===== config.mk =====
export PLATFORM = sky130hd
export DESIGN_NAME = odyssey_video_gen
export DESIGN_NICKNAME = d
export VERILOG_FILES = /design/src/rtl/odyssey_video_gen.sv
export SDC_FILE = /design/constraint.sdc
export NUM_CORES = 1
export LEC_CHECK = 0
export BUFFER_PORTS_ARGS = -buffer_cell sky130_fd_sc_hd__buf_2
export CAP_MARGIN = 20
export CORE_MARGIN = 3
export CORE_UTILIZATION = 35
export CTS_CLUSTER_SIZE = 40
export DETAILED_ROUTE_END_ITERATION = 6
export PLACE_DENSITY = 0.66
export SLEW_MARGIN = 5
export SYNTH_ARGS = -nofsm -noshare
export SYNTH_HDL_FRONTEND = slang
export SYNTH_SLANG_ARGS = --single-unit

===== constraint.sdc =====
create_clock -name clk -period 6.2 [get_ports clk]
set_clock_uncertainty 0.05 [all_clocks]
set_input_delay 0 -clock clk [delete_from_list [all_inputs] [get_ports clk]]
set_output_delay 0 -clock clk [all_outputs]
set_load 0.005 [all_outputs]

===== src/rtl/odyssey_video_gen.sv =====
// Odyssey video timing and spot generator.
//
// Walks a raster of H_TOTAL clocks by V_TOTAL lines, flags the horizontal and
// vertical blanking intervals, latches the two players' stick positions once
// per frame and decodes an 8x8 grid-pixel spot for each player. Every output
// is registered and describes the same raster position in the same cycle.
//
// Ports:
//   clk          system clock
//   reset        synchronous, active-high reset
//   Analog1XP1   P1 stick X, signed
//   Analog1YP1   P1 stick Y, signed
//   Analog1XP2   P2 stick X, signed
//   Analog1YP2   P2 stick Y, signed
//   hcount       clock within line, 0..H_TOTAL-1
//   vcount       line within frame, 0..V_TOTAL-1
//   HSync        high across the whole horizontal blank
//   VSync        high across the whole vertical blank
//   line_start   strobe at hcount == 0
//   frame_start  strobe at hcount == 0 and vcount == 0
//   p1_x .. p2_y latched unsigned spot positions
//   spot1_on     current pixel lies inside the P1 spot
//   spot2_on     current pixel lies inside the P2 spot
//   video        8'hFF where either spot is lit, else 8'h00
module odyssey_video_gen #(
    parameter int unsigned CLK_FREQ = 20_000_000,
    parameter int unsigned H_ACTIVE = 1024,
    parameter int unsigned H_TOTAL  = 1270,
    parameter int unsigned V_ACTIVE = 240,
    parameter int unsigned V_TOTAL  = 262,
    parameter int unsigned SPOT_W   = 8,
    parameter int unsigned SPOT_H   = 8
) (
    input  logic        clk,
    input  logic        reset,
    input  logic [7:0]  Analog1XP1,
    input  logic [7:0]  Analog1YP1,
    input  logic [7:0]  Analog1XP2,
    input  logic [7:0]  Analog1YP2,
    output logic [10:0] hcount,
    output logic [8:0]  vcount,
    output logic        HSync,
    output logic        VSync,
    output logic        line_start,
    output logic        frame_start,
    output logic [7:0]  p1_x,
    output logic [7:0]  p1_y,
    output logic [7:0]  p2_x,
    output logic [7:0]  p2_y,
    output logic        spot1_on,
    output logic        spot2_on,
    output logic [7:0]  video
);

    localparam logic [10:0] HLast   = 11'(H_TOTAL - 1);
    localparam logic [10:0] HAct    = 11'(H_ACTIVE);
    localparam logic [8:0]  VLast   = 9'(V_TOTAL - 1);
    localparam logic [8:0]  VAct    = 9'(V_ACTIVE);
    localparam logic [8:0]  SpotWm1 = 9'(SPOT_W - 1);
    localparam logic [8:0]  SpotHm1 = 9'(SPOT_H - 1);
    localparam logic [7:0]  PosMid  = 8'd128;

    // Catch timings that could never produce a visible raster.
    if (H_TOTAL <= H_ACTIVE || V_TOTAL <= V_ACTIVE || CLK_FREQ == 0) begin : g_param_check
        $error("odyssey_video_gen: blanking intervals must be non-empty");
    end

    // Raster position of the outputs currently presented. Held at the last
    // position during reset so the first released edge lands on (0,0).
    logic [10:0] pos_h_q, pos_h_d;
    logic [8:0]  pos_v_q, pos_v_d;

    logic [10:0] hcount_q;
    logic [8:0]  vcount_q;
    logic        hsync_q, hsync_d;
    logic        vsync_q, vsync_d;
    logic        line_start_q, line_start_d;
    logic        frame_start_q, frame_start_d;
    logic [7:0]  p1_x_q, p1_x_d;
    logic [7:0]  p1_y_q, p1_y_d;
    logic [7:0]  p2_x_q, p2_x_d;
    logic [7:0]  p2_y_q, p2_y_d;
    logic        spot1_q, spot1_d;
    logic        spot2_q, spot2_d;
    logic        active_d;
    logic [7:0]  grid_x, grid_y;

    // True when g falls in [p, p+len_m1]. The end point is kept 9 bits wide so
    // spots near column/row 255 clip instead of wrapping to 0.
    function automatic logic covers(input logic [7:0] g, input logic [7:0] p,
                                    input logic [8:0] len_m1);
        logic [8:0] last;
        last = {1'b0, p} + len_m1;
        return ({1'b0, g} >= {1'b0, p}) && ({1'b0, g} <= last);
    endfunction

    always_comb begin
        pos_h_d = pos_h_q + 11'd1;
        pos_v_d = pos_v_q;
        if (pos_h_q == HLast) begin
            pos_h_d = 11'd0;
            pos_v_d = (pos_v_q == VLast) ? 9'd0 : pos_v_q + 9'd1;
        end

        hsync_d       = (pos_h_d >= HAct);
        vsync_d       = (pos_v_d >= VAct);
        line_start_d  = (pos_h_d == 11'd0);
        frame_start_d = line_start_d && (pos_v_d == 9'd0);

        // New positions are visible on the frame_start cycle itself.
        p1_x_d = p1_x_q;
        p1_y_d = p1_y_q;
        p2_x_d = p2_x_q;
        p2_y_d = p2_y_q;
        if (frame_start_d) begin
            p1_x_d = Analog1XP1 ^ 8'h80;
            p1_y_d = Analog1YP1 ^ 8'h80;
            p2_x_d = Analog1XP2 ^ 8'h80;
            p2_y_d = Analog1YP2 ^ 8'h80;
        end

        // Four clocks per grid pixel horizontally, one line per grid row.
        active_d = !hsync_d && !vsync_d;
        grid_x   = pos_h_d[9:2];
        grid_y   = pos_v_d[7:0];
        spot1_d  = active_d && covers(grid_x, p1_x_d, SpotWm1)
                            && covers(grid_y, p1_y_d, SpotHm1);
        spot2_d  = active_d && covers(grid_x, p2_x_d, SpotWm1)
                            && covers(grid_y, p2_y_d, SpotHm1);
    end

    always_ff @(posedge clk) begin
        if (reset) begin
            pos_h_q       <= HLast;
            pos_v_q       <= VLast;
            hcount_q      <= 11'd0;
            vcount_q      <= 9'd0;
            hsync_q       <= 1'b0;
            vsync_q       <= 1'b0;
            line_start_q  <= 1'b0;
            frame_start_q <= 1'b0;
            p1_x_q        <= PosMid;
            p1_y_q        <= PosMid;
            p2_x_q        <= PosMid;
            p2_y_q        <= PosMid;
            spot1_q       <= 1'b0;
            spot2_q       <= 1'b0;
        end else begin
            pos_h_q       <= pos_h_d;
            pos_v_q       <= pos_v_d;
            hcount_q      <= pos_h_d;
            vcount_q      <= pos_v_d;
            hsync_q       <= hsync_d;
            vsync_q       <= vsync_d;
            line_start_q  <= line_start_d;
            frame_start_q <= frame_start_d;
            p1_x_q        <= p1_x_d;
            p1_y_q        <= p1_y_d;
            p2_x_q        <= p2_x_d;
            p2_y_q        <= p2_y_d;
            spot1_q       <= spot1_d;
            spot2_q       <= spot2_d;
        end
    end

    assign hcount      = hcount_q;
    assign vcount      = vcount_q;
    assign HSync       = hsync_q;
    assign VSync       = vsync_q;
    assign line_start  = line_start_q;
    assign frame_start = frame_start_q;
    assign p1_x        = p1_x_q;
    assign p1_y        = p1_y_q;
    assign p2_x        = p2_x_q;
    assign p2_y        = p2_y_q;
    assign spot1_on    = spot1_q;
    assign spot2_on    = spot2_q;
    assign video       = (spot1_q || spot2_q) ? 8'hFF : 8'h00;

endmodule


==> flow_metrics.env <==
export IMPL_cts_sink_count=68
export IMPL_leakagePower_nw=2.649
export IMPL_hp_start="Analog1YP2[6]"
export IMPL_critPathKind="reg -> reg"
export IMPL_r2r_start="pos_h_q[0]"
export IMPL_finalSetupViolCount=0
export IMPL_die_h_um=128.5
export IMPL_coreArea_sq_um=14590
export IMPL_internal_power_w=0.001148
export IMPL_worstHoldPathType="in -> reg"
export IMPL_yosysWarnings=0
export IMPL_tightestPinTransition_ns=1.061
export IMPL_grt_usage=0.1663
export IMPL_ir_drop_mv=0.1396
export IMPL_vias=4520
export IMPL_rsz0062_at_grt="false"
export IMPL_grt_pass1_vias=4364
export IMPL_synth_ff_type="dfxtp_1"
export IMPL_die_x_um=128.5
export IMPL_async_reset_ff_frac=0
export IMPL_crit_slowest_cell="dfxtp_1"
export IMPL_hold_path_cell_count=3
export IMPL_floorplan_initialDensity=0.3599
export IMPL_fin_util=0.4255
export IMPL_synth_compound_area_frac=0.1532
export IMPL_via_per_inst=5.183
export IMPL_final_net_count=789
export IMPL_post_route_cells_drive_above_1_share=0.2311
export IMPL_cp_max_fo=19
export IMPL_synth_mux_area_fraction=0.07124
export IMPL_numCtsBuffers=9
export IMPL_worstPathCellList="ha_1 -> and3_1 -> and3_1 -> o21ai_0 -> a22oi_1 -> nand2_2 -> nor4b_4 -> buf_4 -> buf_4 -> mux2i_1 -> ha_1 -> and3_1 -> nor2_1 -> a211o_1 -> ha_1 -> nand4_1 -> or2_2 -> o21ai_0 -> o21ai_0 -> o211ai_1 -> and4_1"
export IMPL_crit_required_ns=6.43
export IMPL_cts_htree_levels=3
export IMPL_tritoncts="done"
export IMPL_remaining_drc_errors=0
export IMPL_cts_buffer_depth=2
export IMPL_p_per_area_nw_per_um2=297.9
export IMPL_finalSetupTns_ns=0
export IMPL_synthAdderAreaFrac=0.1692
export IMPL_r2r_end="spot1_on"
export IMPL_syn_inst=594
export IMPL_arrival_ns=5.73
export IMPL_layout_common_cells="buf_2, ha_1, dfxtp_1"
export IMPL_finalWirelength_mm=13.46
export IMPL_r2r_slack_ns=0.71
export IMPL_num_rows=44
export IMPL_max_cap_violations=0
export IMPL_seq_area_frac_synth=0.2592
export IMPL_netSwitchingFraction=0.3790
export IMPL_netlist_area_sq_um=5251
export IMPL_report_final_slew_viol_count=0
export IMPL_comb_power_share=0.424
export IMPL_routabilityCongestion=0.8972
export IMPL_startpoint_type="flip-flop"
export IMPL_wl_per_cell_um=15.43
export IMPL_syn_avg_cell_area_sq_um=8.841
export IMPL_layout_commonest_cell="buf_2"
export IMPL_antenna_cells=0
export IMPL_period_share=0.8858
export IMPL_cts_root_buf="clkbuf_16"
export IMPL_portBuffers=99
export IMPL_synth_simple_area_share=0.2316
export IMPL_ioPinCount=100
export IMPL_power_share_clock=0.277
export IMPL_overflow=0
export IMPL_antenna_found_initial=0
export IMPL_clk_insertion_delay_late_ns=0.34
export IMPL_die_area_sq_um=16510
export IMPL_relSlewSlack=0.2849
export IMPL_syn_nets=699
export IMPL_power_switching_w=0.0007009
export IMPL_crit_buf_inv=2
export IMPL_clk_pin_slew_ns=0.06
export IMPL_drt_iter0_markers=224
export IMPL_min_to="p2_y[6]"
export IMPL_synthXorXnorAreaFrac=0.05838
export IMPL_max_clock_freq_mhz=182.1
export IMPL_synth_edff_count=0
export IMPL_ys_seq_elements=68
export IMPL_grt_max_degree=66
export IMPL_hpwl_mm=10.50
export IMPL_syn_to_final_growth_pct=18.20
export IMPL_layout_min_cycle_time_ns=5.492
export IMPL_synth_cell_types=77
export IMPL_dr_pass1_iters=4
export IMPL_synth_top_family_by_area="simple AND/OR/NAND/NOR gates"
export IMPL_p_seq_frac=0.298
export IMPL_worstSetupEndpointType="flip-flop"
export IMPL_cp_top_family="simple AND/OR/NAND/NOR gates"
export IMPL_drtAntennaViolNets=0
export IMPL_outcome="finished clean"
export IMPL_finalHoldViolations=0
export IMPL_slowest_delay_ns=0.46
export IMPL_r2r_cells=21
export IMPL_grt_pass1_wl_mm=22.02
-- state kept, by name, indices dropped and copies added (netlist names) --
name,cells
p1_x,8
pos_h_q,11
p1_y,8
HSync,1
pos_v_q,9
hcount,7
VSync,1
frame_start,1
spot1_on,1
line_start,1
p2_y,8
vcount,3
spot2_on,1
p2_x,8
-- cells by family after synthesis --
| family | after synthesis |
|---|---|
| compound gates | 118 |
| xor+xnor | 35 |
| fa+ha+maj | 71 |
| buf+inv | 50 |
| flops | 68 |
| mux | 32 |
| simple gates | 220 |
-- through the flow --
| step | power (W) | hold slack (ns) | setup slack [ns] | cells | instance area, sq um |
|---|---|---|---|---|---|
| after floorplan | 0.001112 | 0.1229 | 1.282 | 594 | 5251 |
| after global placement | 0.001332 | 0.2758 | 0.9911 | 840 | 5744 |
| after detailed placement | 0.001338 | 0.2770 | 0.7425 | 840 | 5744 |
| after CTS | 0.001864 | 0.005345 | 0.7266 | 872 | 6207 |
| after global routing | 0.002010 | 0.03592 | 0.1060 | 872 | 6207 |
| final | 0.001849 | 0.01238 | 0.7083 | 872 | 6207 |
-- power groups by stage --
stage          combinational [W]  sequential (W)  clock, W
6_report                0.000785        0.000551  0.000513
5_1_grt                 0.000902        0.000562  0.000545
4_1_cts                 0.000787        0.000552  0.000526
3_5_place_dp            0.000777        0.000561         0
3_3_place_gp            0.000769        0.000562         0
2_1_floorplan           0.000564        0.000548         0
-- cell type report --
type | instances | area (sq um)
clock buffers | 11 | 242.7
clock inverters | 4 | 50.05
fillers | 1438 | 8382
inverters | 8 | 30.03
multi-input cells | 476 | 3590
flip-flops and latches | 68 | 1361
well taps | 184 | 230.2
repair buffers | 121 | 703.2
-- Yosys cell counts (all sizes together) (6+ instances only) --
cell type,instances,area [sq um]
o21ai,31,170.2
nand2b,14,87.58
and2,8,51.31
a21oi,26,133.9
buf,31,227.7
mux2i,26,291.5
o21a,20,150.1
inv,8,30.03
clkbuf,11,42.54
nor3,16,85.08
nor2b,17,106.4
mux2,6,82.58
nand4,15,93.84
nor2,61,231.5
nand2,27,103.9
nand3,20,100.1
or2,10,65.06
ha,71,888.4
xnor2,13,113.9
o211ai,7,66.31
dfxtp,68,1361
nor4,7,50.05
and3,6,37.54
xor2,22,192.7
-- per-layer routing --
metal | vias to the layer above | GRT usage | part of all wire
li1 | 2325 | - | -
met1 | 2087 | 0.2252 | 0.48
met2 | 94 | 0.2691 | 0.46
met3 | 14 | 0.03196 | 0.055
met4 | 0 | 0.05065 | 0.013
met5 | - | 0 | 0
-- timing repair --
item / CTS / global route
hold buffers: 17 / 0
hold endpoints to repair: 17 / 0
setup buffers: 0 / 0
resized for setup: 0 / 0
-- worst reg2reg max path, delay by kind of cell (launching register included) --
family | cells | cell delay (ns)
buffers and inverters | 2 | 0.69
AND/OR/NAND/NOR | 9 | 1.93
adder cells (fa/ha/maj) | 3 | 0.84
multiplexers | 1 | 0.40
AO/OA/AOI/OAI | 6 | 1.06
flip-flops | 1 | 0.46
-- worst max path at each step --
stage	from	endpoint	slack (ns)	depth (start not counted)
2_1_floorplan	pos_h_q[0]	spot1_on	1.28	24
3_3_place_gp	pos_h_q[0]	spot1_on	0.99	21
3_5_place_dp	pos_h_q[0]	spot1_on	0.74	21
4_1_cts	pos_h_q[0]	spot1_on	0.73	21
5_1_grt	pos_h_q[0]	spot1_on	0.11	21
6_report	pos_h_q[0]	spot1_on	0.71	21
(Power assumes the default switching activity.)
